File: config.mk
export PLATFORM = sky130hd
export DESIGN_NAME = p_divider
export DESIGN_NICKNAME = d
export VERILOG_FILES = /design/src/rtl/p_divider_pkg.sv /design/src/rtl/p_divider_step.sv /design/src/rtl/p_divider.sv
export SDC_FILE = /design/constraint.sdc
export NUM_CORES = 1
export LEC_CHECK = 0
export CORE_MARGIN = 2
export CORE_UTILIZATION = 56
export DETAILED_ROUTE_END_ITERATION = 10
export PLACE_DENSITY = 0.85
export SYNTH_ARGS = -nofsm -noshare
export SYNTH_HDL_FRONTEND = slang
export SYNTH_SLANG_ARGS = --single-unit
File: constraint.sdc
create_clock -name clk -period 5.2 [get_ports clk]
set_clock_uncertainty 0.1 [all_clocks]
set_input_delay 0.78 -clock clk [delete_from_list [all_inputs] [get_ports clk]]
set_output_delay 0.78 -clock clk [all_outputs]
set_load 0.05 [all_outputs]
File: src/rtl/p_divider_pkg.sv
// Shared definitions for the restoring divider: FSM state encoding and counter sizing.
// Used by p_divider; the optional error fast path is enabled with DIV_ERR_CHECK_EN.
package p_div_defs;

  localparam logic [1:0] ST_IDLE = 2'd0;
  localparam logic [1:0] ST_RUN  = 2'd1;
  localparam logic [1:0] ST_DONE = 2'd2;

  typedef enum logic [1:0] {
    IDLE = ST_IDLE,
    RUN  = ST_RUN,
    DONE = ST_DONE
  } state_e;

  function automatic int cnt_width(input int width);
    return $clog2(width) + 1;
  endfunction

endpackage

File: src/rtl/p_divider_step.sv
// One combinational restoring-division step: shift in the next dividend bit,
// subtract the divisor when it fits, and emit the resulting quotient bit.
module p_div_step #(
  parameter int WIDTH = 8
) (
  input  logic [WIDTH:0]   p_in,
  input  logic             bit_in,
  input  logic [WIDTH-1:0] divisor,
  output logic [WIDTH:0]   p_out,
  output logic             q_bit
);

  logic [WIDTH:0] t_s;
  logic [WIDTH:0] dvs_ext_s;
  // The top bit of P is zero whenever P < divisor holds, so it never enters T.
  logic           unused_p_msb_s;

  assign unused_p_msb_s = p_in[WIDTH];
  assign t_s            = {p_in[WIDTH-1:0], bit_in};
  assign dvs_ext_s      = {1'b0, divisor};

  // Trial subtraction with restore.
  always_comb begin
    p_out = t_s;
    q_bit = 1'b0;
    if (t_s >= dvs_ext_s) begin
      p_out = t_s - dvs_ext_s;
      q_bit = 1'b1;
    end else begin
      p_out = t_s;
      q_bit = 1'b0;
    end
  end

endmodule

File: src/rtl/p_divider.sv
// Iterative restoring divider, 2*WIDTH / WIDTH, one quotient bit per cycle.
// Define DIV_ERR_CHECK_EN for the divide-by-zero / overflow fast path and flags.
module p_divider
  import p_div_defs::*;
#(
  parameter int WIDTH = 8
) (
  input  logic               clk,
  input  logic               reset,
  input  logic               in_valid,
  output logic               in_ready,
  input  logic [2*WIDTH-1:0] dividend,
  input  logic [WIDTH-1:0]   divisor,
  output logic               out_valid,
  input  logic               out_ready,
  output logic [WIDTH-1:0]   quotient,
  output logic [WIDTH-1:0]   remainder,
  output logic               div_by_zero,
  output logic               overflow
);

  localparam int CW = cnt_width(WIDTH);

  state_e           state_q, state_d;
  logic [CW-1:0]    cnt_q, cnt_d;
  logic [WIDTH:0]   p_q, p_d;
  logic [WIDTH-1:0] q_q, q_d;
  logic [WIDTH-1:0] dvs_q, dvs_d;
  logic             in_ready_q, in_ready_d;
  logic             out_valid_q, out_valid_d;
  logic [WIDTH-1:0] quot_q, quot_d;
  logic [WIDTH-1:0] rem_q, rem_d;
  logic             dbz_q, dbz_d;
  logic             ovf_q, ovf_d;

  logic [WIDTH:0]   step_p_s;
  logic             step_q_s;

  p_div_step #(.WIDTH(WIDTH)) u_step (
    .p_in    (p_q),
    .bit_in  (q_q[WIDTH-1]),
    .divisor (dvs_q),
    .p_out   (step_p_s),
    .q_bit   (step_q_s)
  );

  // Next-state, datapath and output-register logic.
  always_comb begin
    state_d     = state_q;
    cnt_d       = cnt_q;
    p_d         = p_q;
    q_d         = q_q;
    dvs_d       = dvs_q;
    in_ready_d  = in_ready_q;
    out_valid_d = out_valid_q;
    quot_d      = quot_q;
    rem_d       = rem_q;
    dbz_d       = dbz_q;
    ovf_d       = ovf_q;
    case (state_q)
      IDLE: begin
        if (in_valid) begin
          dvs_d      = divisor;
          p_d        = {1'b0, dividend[2*WIDTH-1:WIDTH]};
          q_d        = dividend[WIDTH-1:0];
          cnt_d      = {CW{1'b0}};
          dbz_d      = 1'b0;
          ovf_d      = 1'b0;
          in_ready_d = 1'b0;
          state_d    = RUN;
`ifdef DIV_ERR_CHECK_EN
          if (divisor == {WIDTH{1'b0}}) begin
            state_d     = DONE;
            out_valid_d = 1'b1;
            quot_d      = {WIDTH{1'b1}};
            rem_d       = dividend[WIDTH-1:0];
            dbz_d       = 1'b1;
          end else if (dividend[2*WIDTH-1:WIDTH] >= divisor) begin
            state_d     = DONE;
            out_valid_d = 1'b1;
            quot_d      = {WIDTH{1'b1}};
            rem_d       = {WIDTH{1'b0}};
            ovf_d       = 1'b1;
          end else begin
            state_d = RUN;
          end
`endif
        end else begin
          state_d = IDLE;
        end
      end
      RUN: begin
        p_d   = step_p_s;
        q_d   = {q_q[WIDTH-2:0], step_q_s};
        cnt_d = cnt_q + {{(CW-1){1'b0}}, 1'b1};
        if (cnt_q == CW'(WIDTH-1)) begin
          state_d     = DONE;
          out_valid_d = 1'b1;
          quot_d      = {q_q[WIDTH-2:0], step_q_s};
          rem_d       = step_p_s[WIDTH-1:0];
        end else begin
          state_d = RUN;
        end
      end
      DONE: begin
        if (out_ready) begin
          state_d     = IDLE;
          out_valid_d = 1'b0;
          in_ready_d  = 1'b1;
        end else begin
          state_d = DONE;
        end
      end
      default: begin
        state_d     = IDLE;
        in_ready_d  = 1'b1;
        out_valid_d = 1'b0;
      end
    endcase
  end

  // State and output registers with synchronous reset.
  always_ff @(posedge clk) begin
    if (reset) begin
      state_q     <= IDLE;
      cnt_q       <= {CW{1'b0}};
      p_q         <= {(WIDTH+1){1'b0}};
      q_q         <= {WIDTH{1'b0}};
      dvs_q       <= {WIDTH{1'b0}};
      in_ready_q  <= 1'b1;
      out_valid_q <= 1'b0;
      quot_q      <= {WIDTH{1'b0}};
      rem_q       <= {WIDTH{1'b0}};
      dbz_q       <= 1'b0;
      ovf_q       <= 1'b0;
    end else begin
      state_q     <= state_d;
      cnt_q       <= cnt_d;
      p_q         <= p_d;
      q_q         <= q_d;
      dvs_q       <= dvs_d;
      in_ready_q  <= in_ready_d;
      out_valid_q <= out_valid_d;
      quot_q      <= quot_d;
      rem_q       <= rem_d;
      dbz_q       <= dbz_d;
      ovf_q       <= ovf_d;
    end
  end

  assign in_ready    = in_ready_q;
  assign out_valid   = out_valid_q;
  assign quotient    = quot_q;
  assign remainder   = rem_q;
  assign div_by_zero = dbz_q;
  assign overflow    = ovf_q;

endmodule
# == Word-level counts from Yosys, hierarchy flattened ==
# Cells that the tools add are included.
# totals
reg_bits,48
out_inout_bits,20
input_bits,28
# classes
n_mux,18
n_eq_ne,6
n_reduce_logical,7
addsub,2
bitwise_logic,2
order_cmp,1
# ops
cell,n
8-bit case mux with 2 select lines,2
8-bit 2-to-1 mux,3
9-bit by 8-bit greater-or-equal comparator with 1-bit output,1
4-bit case mux with 2 select lines,1
8-bit subtractor,1
1-bit 2-to-1 mux,6
2-bit inequality test (second input constant),3
1-bit case mux with 3 select lines,2
2-bit case mux with 3 select lines,1
2-bit AND reduction,3
3-bit AND reduction,2
4-bit by 1-bit adder with 4-bit output (second input constant),1
4-bit by 3-bit == test with 1-bit output (second input constant),1
2-bit 2-to-1 mux,2
4-bit 2-to-1 mux,1
2-bit by 1-bit == test with 1-bit output (second input constant),1
2-bit == test (second input constant),1
2-bit logical NOT,1
1-bit NOT,2
2-bit nonzero test,1

# == Depth between registers and ports, before layout ==
# depth
word_depth,3
ltp_mapped,9

# == Modules after synthesis ==
# A second synthesis with hierarchy kept.
# unflattened
hier_cells,299
area_unflattened_um2,2756.4
# modules_own_cells
module,cells_per_inst,seq_area_each_um2,n_inst,area_per_inst_um2
p_divider,227,980.9,1,2198.4
p_div_step,72,0.0,1,558.0

# == Worst setup path after synthesis ==
# OpenSTA, ideal clock, no wires.
# synth_timing
path_kind,register -> register
start,register dvs_q[6]
end,register p_q[6]
t_arrival_ps,1759
period_less_slack_ps,1994
stages_incl_launch_ff,9
slack_ps,3206
required_ps,4965
setup_time_ps,135
path_cell_list,dfxtp_1 > inv_1 > ha_1 > a21o_1 > and2_4 > or3_1 > buf_6 > o22ai_2 > a41oi_1
# synth_via
elab_chain_cells,3
elab_cells_between_ends,4
classes_between,add/sub (1); order compare (1); mux (2)
# synth_lines
item,line,source
start: declaration,p_divider.sv:28,"logic [WIDTH-1:0] dvs_q, dvs_d;"
start signal: assignment,p_divider.sv:129,dvs_q <= {WIDTH{1'b0}};
start signal: assignment,p_divider.sv:141,dvs_q <= dvs_d;
8-bit subtractor or 9-bit by 8-bit greater-or-equal comparator with 1-bit output (tied branches),"p_divider_step.sv:27, p_divider_step.sv:26",
8-bit 2-to-1 mux *,p_divider_step.sv:26,if (t_s >= dvs_ext_s) begin
8-bit case mux with 2 select lines *,p_divider.sv:60,case (state_q)
end signal: assignment,p_divider.sv:127,p_q <= {(WIDTH+1){1'b0}};
end signal: assignment,p_divider.sv:139,p_q <= p_d;
end: declaration,p_divider.sv:26,"logic [WIDTH:0] p_q, p_d;"
# Mark *: on every way between the ends. The rest lies on a longest branch, timed or not.
# A chain may end at the register's enable or synchronous reset.

# == Worst setup path in the final report ==
# layout_timing
start,register dvs_q[6]
end,register p_q[7]
# Same word-level chain as after synthesis.

==> run_results.csv <==
group,metric,value,unit
setup_path,path_cells,"inv_1 > ha_1 > a21o_1 > and2_4 > nor3_2 > a211oi_1 > o32ai_1",
floorplanning,ioPinCount,48,
clock_tree,cts_root_buf,"clkbuf_8",
final_layout,fin_area,3100,µm²
drt,route.detailed.drc,0,
sta,slew_headroom,30.0,%
final_layout,final_util,70.3,%
grt,gr-max-usage-layer,"met2",
clock_tree,cts_made_buffers,5,
clock_tree,clockBufferDepth,2,
synth,synth.avg_cell_area,8.12,µm²
synth,synth_common_cells,"nand2_1, dfxtp_1, a21oi_1",
synth,synth-edff-count,0,
clock_tree,post_cts_resize_count,0,
floorplanning,die_h,72.3,µm
setup_path,timing.critical_path.from,"dvs_q[6]$_SDFFE_PP0P_",
sta,fin_crit,2640,ps
sta,rsz0062_at_grt,"no",
sta,finalCritPeriodShare,50.7,%
floorplanning,initial_core_util,59.2,%
power,intPower,668,µW
drt,wl_per_cell,15.3,µm
clock_tree,clk_pin_slew_worst_paths,90,ps
clock_tree,htreeDepth,2,
placed_design,pre_cts_ws,2410,ps
setup_path,critPathRequiredTime,5310,ps
synth,async_flop_share,0,%
setup_path,cp-end-kind,"flop",
grt,grtUsageMet3,5.14,%
power,p_clk_share,22.1,%
placed_design,dpl.hpwl,4.20,mm
synth,seq_area_frac_synth,36.7,%
grt,overflow,0,
sta,finalHoldViolCount,0,
grt,grt_max_degree,59,
synth,ys_seq_elements,48,
sta,timing.final.ws_setup,2560,ps
drt,ant_nets,0,
drt,drt-pass1-iter-count,5,
synth,synthTopCellsByArea,"dfxtp_1, nand2_1, a21oi_1",
drt,vias,2467,
grt,grt_util_met1,33.8,%
floorplanning,die_w,72.3,µm
sta,worst_slew_pin_slew,1050,ps
sta,slew_viol_final,0,
drt,drt-total-wl,6.15,mm
power,p_sw,432,µW
setup_path,cp_slowest_cell,"nor3_2",
setup_path,critical_path_class,"reg2reg",
synth,ys.flop_type,"dfxtp_1",
placed_design,routabilityCongestion,0.843,
run,max_cap_viol_count,0,
floorplanning,core,4410,µm²
clock_tree,cts_tree,"yes",
grt,grt_pass1_vias,2184,
clock_tree,cts.sinks,48,
grt,track_usage,24.8,%
sta,setup_tns,0,ps
final_layout,syn2layout_area_growth,18.7,%
synth,yosysMostFrequentCell,"nand2_1",
clock_tree,cts_hold_buf,0,
final_layout,num-nets-final,388,
synth,yosysUniqueCellTypes,61,
final_layout,antenna_cells,0,
final_layout,final_cells,403,
power,p_comb_share,39.9,%
placed_design,place_area,3010,µm²
grt,grt_pass1_wl,10.2,mm
floorplanning,dieArea,5230,µm²
synth,synth_area,2620,µm²
power,seq_power_share,37.9,%
grt,met2_usage,38.9,%
clock_tree,insertion_delay,310,ps
power,peakVddDrop,201,µV
final_layout,drive_above_1_share,8.26,%
power,powerDensity,354,nW/µm²
synth,synth_largest_area_cell,"dfxtp_1",
placed_design,port_buffers,45,
setup_path,r2r-start,"dvs_q[6]$_SDFFE_PP0P_",
synth,synth_top_area_share,36.7,%
clock_tree,post_cts_buffers,0,
power,p_leak,0.00112,µW
status,status,"completed",
min_path,hold_start,"quotient[5]$_SDFFE_PP0P_",
setup_path,startpoint_type,"flop",
setup_path,slowest_delay,650,ps
setup_path,arrival,2750,ps
min_path,min_path_type,"reg2reg",
grt,antenna_found_initial,0,
drt,avgViaCountPerCell,6.12,
floorplanning,row_count,24,
sta,max_freq,379,MHz
placed_design,dp_cells,395,
synth,ys_warn_count,0,
power,switching_share,39.3,%
sta,finalSetupViolCount,0,
drt,drt_iter0_markers,250,
setup_path,path_max_fanout,13,
synth,synth_cells,322,
## kinds of logic after synthesis
kind of cell	share of synthesized area (%)
AOI/OAI and AO/OA	24.4
buffers and inverters	6.70
xor gates and xnor gates	1.00
other	0.143
DFF	36.7
muxes	0.813
and+or+nand+nor	25.1
adders and majority gates	5.07
## worst max-delay path: cells and delay by family, from the launching register on
kind | cells | cell delay, ps
compound gates | 3 | 860
simple gates | 2 | 820
fa+ha+maj | 1 | 350
flops | 1 | 340
buf+inv | 1 | 60
## state kept, by name, indices dropped and copies added, names as in the netlist
| name | flops |
|---|---|
| cnt_q | 4 |
| dvs_q | 8 |
| in_ready | 1 |
| out_valid | 1 |
| p_q | 8 |
| q_q | 8 |
| quotient | 8 |
| remainder | 8 |
| state_q | 2 |
## cell usage in the layout (no fill, tap or decap), drive strengths merged, types with 5 or more instances in the layout
| master | synthesis | final |
|---|---|---|
| clkdlybuf4s50 | 0 | 44 |
| a21oi | 32 | 32 |
| nor3 | 7 | 7 |
| nand2 | 50 | 50 |
| nand3b | 5 | 5 |
| a31oi | 5 | 5 |
| clkbuf | 15 | 6 |
| ha | 9 | 9 |
| nor2 | 28 | 28 |
| dfxtp | 48 | 48 |
| nand3 | 14 | 14 |
| a311oi | 8 | 8 |
| o21ai | 9 | 9 |
| inv | 12 | 13 |
## power by group through the flow
stage	Sequential, µW	Combinational (µW)	Clock, µW
6_report	417	439	243
5_1_grt	419	476	256
4_1_cts	415	431	242
3_5_place_dp	424	428	0
3_3_place_gp	423	415	0
2_1_floorplan	418	353	0
## metal layers
layer  wire [µm]  vias to the layer above
li1            -                     1203
met1        2750                     1147
met2        2850                      110
met3         466                        7
met4          83                        0
met5           0                        -
## cell type report
cell class | count | area (µm²)
clock buffers | 6 | 82.6
well taps | 52 | 65.1
flip-flops and latches | 48 | 961
fillers | 379 | 1310
clock inverters | 2 | 13.8
inverters | 12 | 45.0
repair buffers | 46 | 453
multi-input cells | 237 | 1480
## worst paths after layout
| check | end | slack [ps] | depth (start not counted) |
|---|---|---|---|
| min reg2reg | quotient[5]$_SDFFE_PP0P_ | 360 | 2 |
| min | quotient[5]$_SDFFE_PP0P_ | 360 | 2 |
| max reg2reg | p_q[7]$_SDFFE_PP0P_ | 2560 | 7 |
| max | p_q[7]$_SDFFE_PP0P_ | 2560 | 7 |
## stage by stage
step | total power [µW] | hold slack [ps]
global placement | 838 | 341
detailed placement | 852 | 346
global route | 1150 | 375
floorplan | 771 | 336
finish | 1100 | 356
CTS | 1090 | 359
No activity file was read; power rests on OpenSTA's default activity.
